[config.mk]
export PLATFORM = sky130hd
export DESIGN_NAME = alu_iter
export DESIGN_NICKNAME = d
export VERILOG_FILES = /design/src/rtl/alu_iter.sv
export SDC_FILE = /design/constraint.sdc
export NUM_CORES = 1
export LEC_CHECK = 0
export BUFFER_PORTS_ARGS = -buffer_cell sky130_fd_sc_hd__buf_4
export CELL_PAD_IN_SITES_DETAIL_PLACEMENT = 2
export CELL_PAD_IN_SITES_GLOBAL_PLACEMENT = 2
export CORE_ASPECT_RATIO = 1.5
export CORE_MARGIN = 2
export CORE_UTILIZATION = 36
export CTS_CLUSTER_DIAMETER = 200
export DETAILED_ROUTE_END_ITERATION = 6
export PLACE_DENSITY = 0.91
export SLEW_MARGIN = 20
export SYNTH_ARGS = -nofsm -noshare
export SYNTH_HDL_FRONTEND = slang
export SYNTH_SLANG_ARGS = --single-unit
[constraint.sdc]
create_clock -name clk -period 5.2 [get_ports clk]
set_input_delay 0.52 -clock clk [delete_from_list [all_inputs] [get_ports clk]]
set_output_delay 0.52 -clock clk [all_outputs]
set_load 0.05 [all_outputs]
[src/rtl/alu_iter.sv]
// alu_iter: multi-cycle ALU with iterative shift-add multiply and restoring divide.
// Define ALU_ITER_DIV_EN to build the divu/remu datapath; otherwise those codes return 0.
module alu_iter #(
  parameter int WIDTH = 32
) (
  input  logic             clk,
  input  logic             reset,
  input  logic             start,
  input  logic [WIDTH-1:0] SrcA,
  input  logic [WIDTH-1:0] SrcB,
  input  logic [3:0]       ALUControl,
  output logic [WIDTH-1:0] Result,
  output logic             Zero,
  output logic             busy,
  output logic             done
);

  localparam int SH = $clog2(WIDTH);
  localparam int CW = $clog2(WIDTH) + 1;

  localparam logic [3:0] OP_ADD  = 4'b0000;
  localparam logic [3:0] OP_SUB  = 4'b0001;
  localparam logic [3:0] OP_AND  = 4'b0010;
  localparam logic [3:0] OP_OR   = 4'b0011;
  localparam logic [3:0] OP_XOR  = 4'b0100;
  localparam logic [3:0] OP_SLT  = 4'b0101;
  localparam logic [3:0] OP_SLTU = 4'b0110;
  localparam logic [3:0] OP_SLL  = 4'b0111;
  localparam logic [3:0] OP_SRL  = 4'b1000;
  localparam logic [3:0] OP_SRA  = 4'b1001;
  localparam logic [3:0] OP_MUL  = 4'b1010;
`ifdef ALU_ITER_DIV_EN
  localparam logic [3:0] OP_DIVU = 4'b1100;
  localparam logic [3:0] OP_REMU = 4'b1101;
`endif

  typedef enum logic [1:0] {
    IDLE,
    ITER,
    DONE
  } state_t;

  state_t           state;
  logic [CW-1:0]    cnt;
  logic [3:0]       op;
  logic [WIDTH-1:0] hi, lo, bv;
  logic [WIDTH-1:0] hi_n, lo_n, bv_n;
  logic [WIDTH-1:0] alu_y, iter_y;
  logic [SH-1:0]    sh;
  logic             iter_op;

  assign Zero = (Result == '0);
  assign sh   = SrcB[SH-1:0];

`ifdef ALU_ITER_DIV_EN
  assign iter_op = (ALUControl == OP_MUL) ||
                   (ALUControl == OP_DIVU) ||
                   (ALUControl == OP_REMU);
`else
  assign iter_op = (ALUControl == OP_MUL);
`endif

  always_comb begin
    alu_y = '0;
    case (ALUControl)
      OP_ADD:  alu_y = SrcA + SrcB;
      OP_SUB:  alu_y = SrcA - SrcB;
      OP_AND:  alu_y = SrcA & SrcB;
      OP_OR:   alu_y = SrcA | SrcB;
      OP_XOR:  alu_y = SrcA ^ SrcB;
      OP_SLT:  alu_y = {{(WIDTH-1){1'b0}},
                        $signed(SrcA) < $signed(SrcB)};
      OP_SLTU: alu_y = {{(WIDTH-1){1'b0}}, SrcA < SrcB};
      OP_SLL:  alu_y = SrcA << sh;
      OP_SRL:  alu_y = SrcA >> sh;
      OP_SRA:  alu_y = WIDTH'($signed(SrcA) >>> sh);
      default: alu_y = '0;
    endcase
  end

  // hi = accumulator/remainder, lo = multiplier/quotient, bv = multiplicand/divisor
`ifdef ALU_ITER_DIV_EN
  logic [WIDTH:0] r2;
  logic [WIDTH:0] rd;
`endif

  always_comb begin
    hi_n   = hi;
    lo_n   = lo;
    bv_n   = bv;
    iter_y = '0;
`ifdef ALU_ITER_DIV_EN
    r2 = {hi, lo[WIDTH-1]};
    rd = r2 - {1'b0, bv};
`endif
    if (op == OP_MUL) begin
      hi_n   = lo[0] ? hi + bv : hi;
      lo_n   = lo >> 1;
      bv_n   = bv << 1;
      iter_y = hi_n;
    end
`ifdef ALU_ITER_DIV_EN
    else begin
      if (r2 >= {1'b0, bv}) begin
        hi_n = rd[WIDTH-1:0];
        lo_n = {lo[WIDTH-2:0], 1'b1};
      end else begin
        hi_n = r2[WIDTH-1:0];
        lo_n = {lo[WIDTH-2:0], 1'b0};
      end
      iter_y = (op == OP_DIVU) ? lo_n : hi_n;
    end
`endif
  end

  always_ff @(posedge clk) begin
    if (reset) begin
      state  <= IDLE;
      Result <= '0;
      busy   <= 1'b0;
      done   <= 1'b0;
      cnt    <= '0;
      op     <= '0;
      hi     <= '0;
      lo     <= '0;
      bv     <= '0;
    end else begin
      done <= 1'b0;
      unique case (state)
        IDLE, DONE: begin
          if (start) begin
            op <= ALUControl;
            if (iter_op) begin
              state <= ITER;
              busy  <= 1'b1;
              cnt   <= CW'(WIDTH);
              hi    <= '0;
              lo    <= SrcA;
              bv    <= SrcB;
            end else begin
              state  <= DONE;
              done   <= 1'b1;
              Result <= alu_y;
            end
          end else begin
            state <= IDLE;
          end
        end
        ITER: begin
          hi  <= hi_n;
          lo  <= lo_n;
          bv  <= bv_n;
          cnt <= cnt - CW'(1);
          if (cnt == CW'(1)) begin
            state  <= DONE;
            busy   <= 1'b0;
            done   <= 1'b1;
            Result <= iter_y;
          end
        end
        default: state <= IDLE;
      endcase
    end
  end

endmodule
**After elaboration in Yosys (flattened, before gate mapping)**

Index checks and enable logic that the tools add are counted.
W data, S select, Z words.

- Output and inout port bits: 35
- Input port bits: 71
- Register bits: 142

- Muxes and demuxes: 34
- Equality and inequality tests: 19
- Shift-type cells: 3
- Add/sub/neg operators: 4
- Reduce and logical (&&, ||, !) cells: 10
- Magnitude comparators: 2
- Bitwise gates (word level): 3

Operator list:

| cell | count |
|---|---|
| $mux W32 | 14 |
| $pmux W32 S10 | 1 |
| $pmux W32 S2 | 4 |
| $add A32 B32 Y32 | 2 |
| $lt A32 B32 Y1 | 2 |
| $and A32 B32 Y32 | 1 |
| $logic_not A32 Y1 | 1 |
| $or A32 B32 Y32 | 1 |
| $shl A32 B5 Y32 | 1 |
| $shr A32 B5 Y32 | 1 |
| $sshr A32 B5 Y32 | 1 |
| $sub A32 B32 Y32 | 1 |
| $xor A32 B32 Y32 | 1 |
| $eq A4 B3 Y1 const B | 4 |
| $eq A4 B4 Y1 const B | 4 |
| $mux W6 | 2 |
| $pmux W6 S2 | 1 |
| $reduce_and A4 Y1 | 3 |
| $ne A2 B2 Y1 const B | 5 |
| $eq A4 B2 Y1 const B | 2 |
| $eq A6 B1 Y1 const B | 1 |
| $mux W1 | 6 |
| $mux W2 | 3 |
| $sub A6 B1 Y6 const B | 1 |
| other kinds (11) | 12 |

**Logic depth before layout (Yosys ltp)**

Gate-level depths: netlist of run 1.

- Depth after elaboration: 5
- Mapped depth: 15
- Gate-level depth less buffers: 14

**Least setup slack after synthesis of run 1**

OpenSTA, ideal clock, no wires.

- Path kind: in2reg
- Start point: in SrcB[2]
- End point: reg Result[24]
- Arrival: 4.178 ns
- Library setup time: 0.091 ns
- Path slack: 0.931 ns
- Cell stages on the path: 15
- Cells stage by stage: clkbuf_1 clkinv_1 buf_1 clkbuf_1 ha_1 nor2b_1 o311ai_1 a31oi_1 a311o_1 a211oi_2 o221ai_1 a31oi_1 xnor2_1 nand3_1 a311oi_1

- Cells in the longest elaborated chain, start to end: 5

RTL lines:

| item | line | source |
|---|---|---|
| from (decl) | 10 | `input logic [WIDTH-1:0] SrcB,` |
| $sub A32 B32 Y32 (tied with other cells) | 67 | `OP_SUB: alu_y = SrcA - SrcB;` |
| $pmux W32 S10 (*) | 65 | `case (ALUControl)` |
| $mux W32 (*) | 133 | `if (iter_op) begin` |
| $mux W32 (*) | 131 | `if (start) begin` |
| $pmux W32 S2 (*) | 129 | `unique case (state)` |
| to (signal assigned) | 143 | `Result <= alu_y;` |
| to (signal assigned) | 158 | `Result <= iter_y;` |
| to (decl) | 12 | `output logic [WIDTH-1:0] Result,` |

Mark *: on every way between the ends. The rest lies on a longest branch, timed or not. The select of a mux whose other input is x is not followed.
A chain may end at the register's enable or synchronous reset.

**Worst setup path after layout of run 1**

- Start point: in SrcB[1]
- End point: reg Result[0]

- Cells in the longest elaborated chain, start to end: 5

RTL lines:

| item | line | source |
|---|---|---|
| $lt A32 B32 Y1 (tied with other cells) | 73 | `OP_SLTU: alu_y = {{(WIDTH-1){1'b0}}, SrcA < SrcB};` |
| $pmux W32 S10 (*) | 65 |  |
| $mux W32 (*) | 133 |  |
| $mux W32 (*) | 131 |  |
| $pmux W32 S2 (*) | 129 |  |

Marks and branches as above.

==> results of run 1 <==
## final timing paths
kind,end,slack (ps),cells after the start,startpoint
worst max-delay path,Result[0],970,13,SrcB[1]
worst min-delay path,lo[0],360,3,SrcA[0]
worst max register to register,Result[27],1240,11,bv[4]
worst min register to register,lo[7],480,2,lo[8]
## flip-flops by register name, indices dropped and copies added (netlist names)
register / flops
bv: 32
state: 2
hi: 32
op: 4
Result: 32
done: 1
cnt: 6
busy: 1
lo: 32
## where the power goes
| part | switching, mW | leakage [nW] | total (mW) | internal, mW |
|---|---|---|---|---|
| registers | 0.0416 | 1.15 | 1.16 | 1.12 |
| clock network | 0.692 | 0.298 | 1.35 | 0.657 |
| logic | 0.961 | 5.75 | 1.42 | 0.455 |
| total | 1.69 | 7.20 | 3.93 | 2.23 |
## worst max-delay path, stage by stage
cell	delay, ps
buf_4	340
inv_1	340
fa_1	490
nor2b_1	160
o311ai_1	320
a31oi_1	270
a311o_1	470
a211oi_2	310
o221ai_1	310
a31oi_1	470
nand4bb_1	210
o2111ai_1	130
a211oi_1	250
## cell usage after synthesis, types with 21 or more instances
cell        n  area share [%]
nor2_1    312             7.2
nand2_1   306             7.1
a21oi_1   183             5.7
clkbuf_1  148             3.4
dfxtp_1   142              18
ha_1      133              10
o21ai_0   124             3.8
inv_1      99             2.3
a311oi_1   72             3.9
mux2i_1    72             4.5
nor3_1     48             1.5
a211oi_1   43             2.0
nand3_1    40             1.2
a221oi_1   36             1.9
xnor2_1    36             1.9
o211ai_1   34             1.6
a31oi_1    30             1.2
mux4_2     30             4.2
mux2_2     24             1.7
a21o_1     22             1.0
xor2_1     22             1.2
buf_1      21            0.49
## cell families (layout without fill, tap and decap cells)
kind of cell    after synthesis  in the layout  share of synthesized area (%)
fa+ha+maj                   136            136                           10.7
buf+inv                     281            276                           6.64
mux                         126            126                           10.3
xor+xnor                     58             58                           3.14
flops                       142            142                           17.6
compound gates              702            702                           29.4
simple gates                830            830                           22.3
## metrics by stage
| step | hold slack (ps) | cell area [sq um] | utilization, % |
|---|---|---|---|
| detailed placement | 467 | 17400 | 39.0 |
| finish | 363 | 18000 | 40.3 |
| global route | 373 | 18000 | 40.3 |
| floorplan | 431 | 16200 | - |
| CTS | 353 | 18000 | 40.3 |
| global placement | 441 | 17400 | 39.0 |
## routing by layer
layer,track usage (%),part of all wire [%],vias up
li1,-,-,8248
met1,41.0,38,9596
met2,63.1,49,670
met3,4.22,4.1,298
met4,26.6,8.5,0
met5,0,0,-
## area by class of cell
cell class,count,area [sq um]
Fill cell,5276,26600
Tap cell,582,728
Multi-Input combinational cell,1852,12300
Inverter,102,383
Clock buffer,17,425
Clock inverter,15,186
Timing Repair Buffer,142,1100
Sequential cell,142,2840
==> run summary, run 1 <==
Status: finished, final reports clean
Max VDD drop: 189 uV
Die X: 177 um
Number of levels in the clock H-tree: 4
Crit-path max FO: 27
Final critical-path share of the clock period: 81.4%
Clk pin slew, worst setup/hold paths: 90 ps
Post-Synthesis Cells: 2275
Number of diodes: 0
Upper clock frequency limit: 0.236 GHz
Total congestion overflow after global routing: 0
Largest net degree at the start of global routing: 91
Initial DRC count: 1563
Avg Inst Size Synth: 7.11 sq um
Setup clock skew after layout: 17.2 ps
Initial antenna violation count: 0
Net count of the mapped netlist: 2482
Setup Total Neg Slack: 0 ps
Site row count: 95
Global-route wire length before repair: 129000 um
Overall routed net length: 86200 um
Element type at the critical path start: input port
Post-synth top flop: dfxtp_1
Number of storage elements in the synthesis netlist: 142
Net total in the final layout: 2464
Final setup vio count: 0
Effective utilization at floorplan: 36.3%
Growth of design area from synthesis to finish: 11.1%
Min setup slack post-route: 966 ps
All-Layer GR Usage: 36.5%
Post-cts resize count: 0
Actual transition at the worst max-transition pin: 1010 ps
Power per Cell Area: 219 nW/um^2
Clock root buffer master: clkbuf_16
Yosys cell types: 80
Final Total Pwr: 3.93 mW
Clock latency reported for the late side of the worst-skew pair: 470 ps
Count of nets left with antenna violations after detail routing: 0
Cts hold-fix bufs: 0
I/O Buffers: 105
Crit end category: flop
Required time of the critical path: 5580 ps
Path type of the worst min-delay path: in -> reg
Number of global-route vias before repair: 20400
Relative slew slack: 31.9%
Most used cells in the layout excluding fill and tap cells: 311 x nor2_1, 305 x nand2_1, 183 x a21oi_1
LEAKAGE: 7.20 nW
Max-cap violation count: 0
Worst-case clock buffer depth: 2
Final Hold Fails: 0
Fraction of synthesis flops using an asynchronous set or reset pin: 0%
Post-synthesis instance area: 16200 sq um
Number of ports placed on the die boundary: 106
Arrival time of data at the critical path endpoint: 4610 ps
Setup Buffers After CTS: 0
Post-synthesis sequential area ratio: 17.6%
CTS sink cnt: 142
CTS tree: done
Placed Instances: 2820
Number of enable flip-flop cells after synthesis: 0
Placement Setup Slack: 557 ps
Via total after detailed routing: 18800
Total of warnings raised by yosys: 0
Routability-driven placement congestion ratio: 1.01
Detailed placement HPWL: 66300 um
Post-layout instance count excluding filler cells: 2852
Max-slew violations: 0
Placeable core region: 44600 sq um
Kind of critical path: in -> reg
Leading cell type in the layout, fill and taps excluded: nor2_1
Area enclosed by the die boundary: 46700 sq um
Via-per-instance ratio: 6.60
Number of buffers added by the clock tree synthesis step: 17
RSZ-0062 raised after global routing: no
Die Span Y: 264 um
Final period demand of the worst path: 4230 ps
Remaining routing DRC violations: 0
Share of cells above drive strength 1: 11.0%
Wirelength per Cell: 30.2 um
Length of the first detailed-routing pass in iterations: 5
No activity file was read; power rests on OpenSTA's default activity.
==> run 2: changes to the inputs <==
--- a/config.mk
+++ b/config.mk
@@ -5,15 +5,16 @@
 export SDC_FILE = /design/constraint.sdc
 export NUM_CORES = 1
 export LEC_CHECK = 0
+export ABC_AREA = 1
 export BUFFER_PORTS_ARGS = -buffer_cell sky130_fd_sc_hd__buf_4
 export CELL_PAD_IN_SITES_DETAIL_PLACEMENT = 2
 export CELL_PAD_IN_SITES_GLOBAL_PLACEMENT = 2
 export CORE_ASPECT_RATIO = 1.5
 export CORE_MARGIN = 2
-export CORE_UTILIZATION = 36
+export CORE_UTILIZATION = 29
 export CTS_CLUSTER_DIAMETER = 200
 export DETAILED_ROUTE_END_ITERATION = 6
-export PLACE_DENSITY = 0.91
+export PLACE_DENSITY = 0.87
 export SLEW_MARGIN = 20
 export SYNTH_ARGS = -nofsm -noshare
 export SYNTH_HDL_FRONTEND = slang
==> constraint.sdc (replaced) <==
create_clock -name clk -period 3.7 [get_ports clk]
set_input_delay 0.37 -clock clk [delete_from_list [all_inputs] [get_ports clk]]
set_output_delay 0.37 -clock clk [all_outputs]
set_load 0.05 [all_outputs]
==> run 2 against run 1 <==
Compared with the run above: critical path depth increased by 3; combinational power rose by 69%; synthesized cell count up 49%; register-to-register slack worse by 540 ps; power grew 50%.
==> run summary, run 2 <==
Global-route wire length before repair: 186000 um
Final Total Pwr: 5.91 mW
Number of ports placed on the die boundary: 106
Cell type with the largest total area after synthesis: nand2_1
Reg2reg setup slack: 700 ps
Yosys cell types: 48
CTS sink cnt: 142
Number of buffers added by the clock tree synthesis step: 17
Growth of design area from synthesis to finish: 11.5%
Remaining routing DRC violations: 0
Fraction of synthesis flops using an asynchronous set or reset pin: 0%
Die Span Y: 312 um
Total of warnings raised by yosys: 0
Max VDD drop: 278 uV
CTS tree: done
LEAKAGE: 10.4 nW
Post-synthesis instance area: 18400 sq um
Post-Synthesis Cells: 3398
Power per Cell Area: 288 nW/um^2
Worst-case clock buffer depth: 2
Number of levels in the clock H-tree: 4
Crit end category: flop
Status: finished, final reports clean
All-Layer GR Usage: 38.4%
Number of global-route vias before repair: 28100
Cell area after placement: 19900 sq um
Placeable core region: 63100 sq um
Min setup slack post-route: 589 ps
Post-layout instance count excluding filler cells: 4243
Actual transition at the worst max-transition pin: 1300 ps
Site row count: 113
Summed area of non-filler cells in the final layout: 20500 sq um
Main area contributors after synthesis: nand2_1 23%, dfxtp_1 15%, nand3_1 13%
Routability-driven placement congestion ratio: 1.07
Hold slack final: 214 ps
Overall routed net length: 127000 um
Setup clock skew after layout: 19.7 ps
Effective utilization at floorplan: 29.2%
Via-per-instance ratio: 6.09
Via total after detailed routing: 25900
I/O Buffers: 105
Reg2reg path depth: 16
Number of storage elements in the synthesis netlist: 142
Kind of critical path: in -> reg
Element type at the critical path start: input port
Required time of the critical path: 4070 ps
Startpoint of the lowest-slack register-to-register path: bv[0]
Wirelength per Cell: 30.0 um
Crit. path cell count: 16
Net total in the final layout: 3631
Final critical-path share of the clock period: 84.1%
Initial antenna violation count: 13
Largest net degree at the start of global routing: 79
Count of nets left with antenna violations after detail routing: 0
Post-synth top flop: dfxtp_1
Top post-synthesis cells by count: 1127 x nand2_1, 472 x nand3_1, 416 x inv_1, 247 x nor2_1, 186 x o21ai_0
Reg2Reg Capture Point: Result[24]
RSZ-0062 raised after global routing: no
Top cell family by delay on the critical path: simple AND/OR/NAND/NOR gates
Final period demand of the worst path: 3110 ps
Slowest stage delay, CP: 630 ps
Upper clock frequency limit: 0.321 GHz
Placement Setup Slack: 329 ps
Crit-path max FO: 37
Path type of the worst min-delay path: in -> reg
Clock root buffer master: clkbuf_16
Avg Inst Size Synth: 5.41 sq um
Clk pin slew, worst setup/hold paths: 80 ps
Number of enable flip-flop cells after synthesis: 0
Final Hold Fails: 0
Length of the first detailed-routing pass in iterations: 6
Area enclosed by the die boundary: 65500 sq um
Max-slew violations: 0
Most prevalent standard cell on the critical path: nand2_1
Post-cts resize count: 0
Setup Total Neg Slack: 0 ps
Max-cap violation count: 0
Cts hold-fix bufs: 0
Most used cells in the layout excluding fill and tap cells: 1126 x nand2_1, 472 x nand3_1, 415 x inv_1
Placed Instances: 4210
Leading cell type in the layout, fill and taps excluded: nand2_1
Count of buffer and inverter cells on the critical path: 4
Initial DRC count: 2044
Launch point of the worst path: SrcB[0]
Total congestion overflow after global routing: 0
Die X: 210 um
Setup Buffers After CTS: 0
Final setup vio count: 0
Post-synthesis sequential area ratio: 15.5%
Most repeated cell in the gate-level netlist after synthesis: nand2_1
Share of the core filled with cells in the final layout: 32.5%
Share of cells above drive strength 1: 7.04%
Relative slew slack: 12.6%
End of the critical path: Result[31]
Arrival time of data at the critical path endpoint: 3480 ps
Clock latency reported for the late side of the worst-skew pair: 480 ps
Sequence of cells on the critical path: buf_4 > inv_4 > nand2_1 > o21ai_1 > inv_1 > nand2_1 > nand3_1 > nand3_1 > nand2_1 > nor2_1 > nor2_1 > nand3_1 > nand2_1 > nand3_1 > nand2_1 > inv_1
Max stage delay cell, worst path: nor2_1
Net count of the mapped netlist: 3605
Top cell type's share of synthesized area: 23.0%
Detailed placement HPWL: 90800 um
[run 2: cell count changes after synthesis, moves of 38 or more]
cell / before / now
a211oi_1: 43 / 2
a311oi_1: 72 / 0
a31oi_1: 30 / 68
buf_2: 9 / 64
clkbuf_1: 148 / 66
inv_1: 99 / 416
mux2i_1: 72 / 0
nand2_1: 306 / 1127
nand3_1: 40 / 472
nor2_1: 312 / 247
o21ai_0: 124 / 186
[run 2: layer usage]
| layer | global-route usage [%] | share of wire, % | vias up |
|---|---|---|---|
| met2 | 64.6 | 47 | 1328 |
| met4 | 34.5 | 11 | 14 |
| met5 | 0 | 0.067 | - |
| met3 | 8.39 | 7.0 | 557 |
| met1 | 40.1 | 35 | 12800 |
| li1 | - | - | 11100 |
[run 2: how the worst min path moves through the flow]
stage,from,end,slack [ps],depth (start not counted)
finish,SrcA[8],lo[8],210,3
global placement,busy,busy,450,2
global route,SrcA[7],lo[7],240,3
floorplan,lo[31],lo[31],450,2
detailed placement,lo[4],lo[3],470,2
CTS,SrcA[8],lo[8],210,3
[run 2: power by group]
| group | switching (mW) | internal, mW | total (mW) |
|---|---|---|---|
| Clock | 0.937 | 0.885 | 1.82 |
| Combinational | 1.79 | 0.606 | 2.40 |
| Sequential | 0.0976 | 1.60 | 1.69 |
| Total | 2.83 | 3.09 | 5.91 |
[run 2: cell type report]
type | count | area [sq um]
fillers | 8082 | 42600
multi-input cells | 2664 | 13200
flip-flops and latches | 142 | 2840
inverters | 433 | 1630
repair buffers | 166 | 1280
well taps | 805 | 1010
clock buffers | 17 | 425
clock inverters | 14 | 129
diodes | 2 | 5.00
[run 2: worst min-delay path, stage by stage]
cell and delay [ps]:
buf_4 140, nand2_1 60, a31oi_1 70
[run 2: kinds of logic (layout without fill, tap and decap cells)]
family | count (synthesis) | after routing | share of synthesized area [%]
compound gates | 542 | 542 | 16.4
xor+xnor | 7 | 7 | 0.333
fa+ha+maj | 136 | 136 | 9.37
buf+inv | 592 | 630 | 12.9
flops | 142 | 142 | 15.5
other cells | 0 | 2 | 0
simple gates | 1979 | 1979 | 45.5
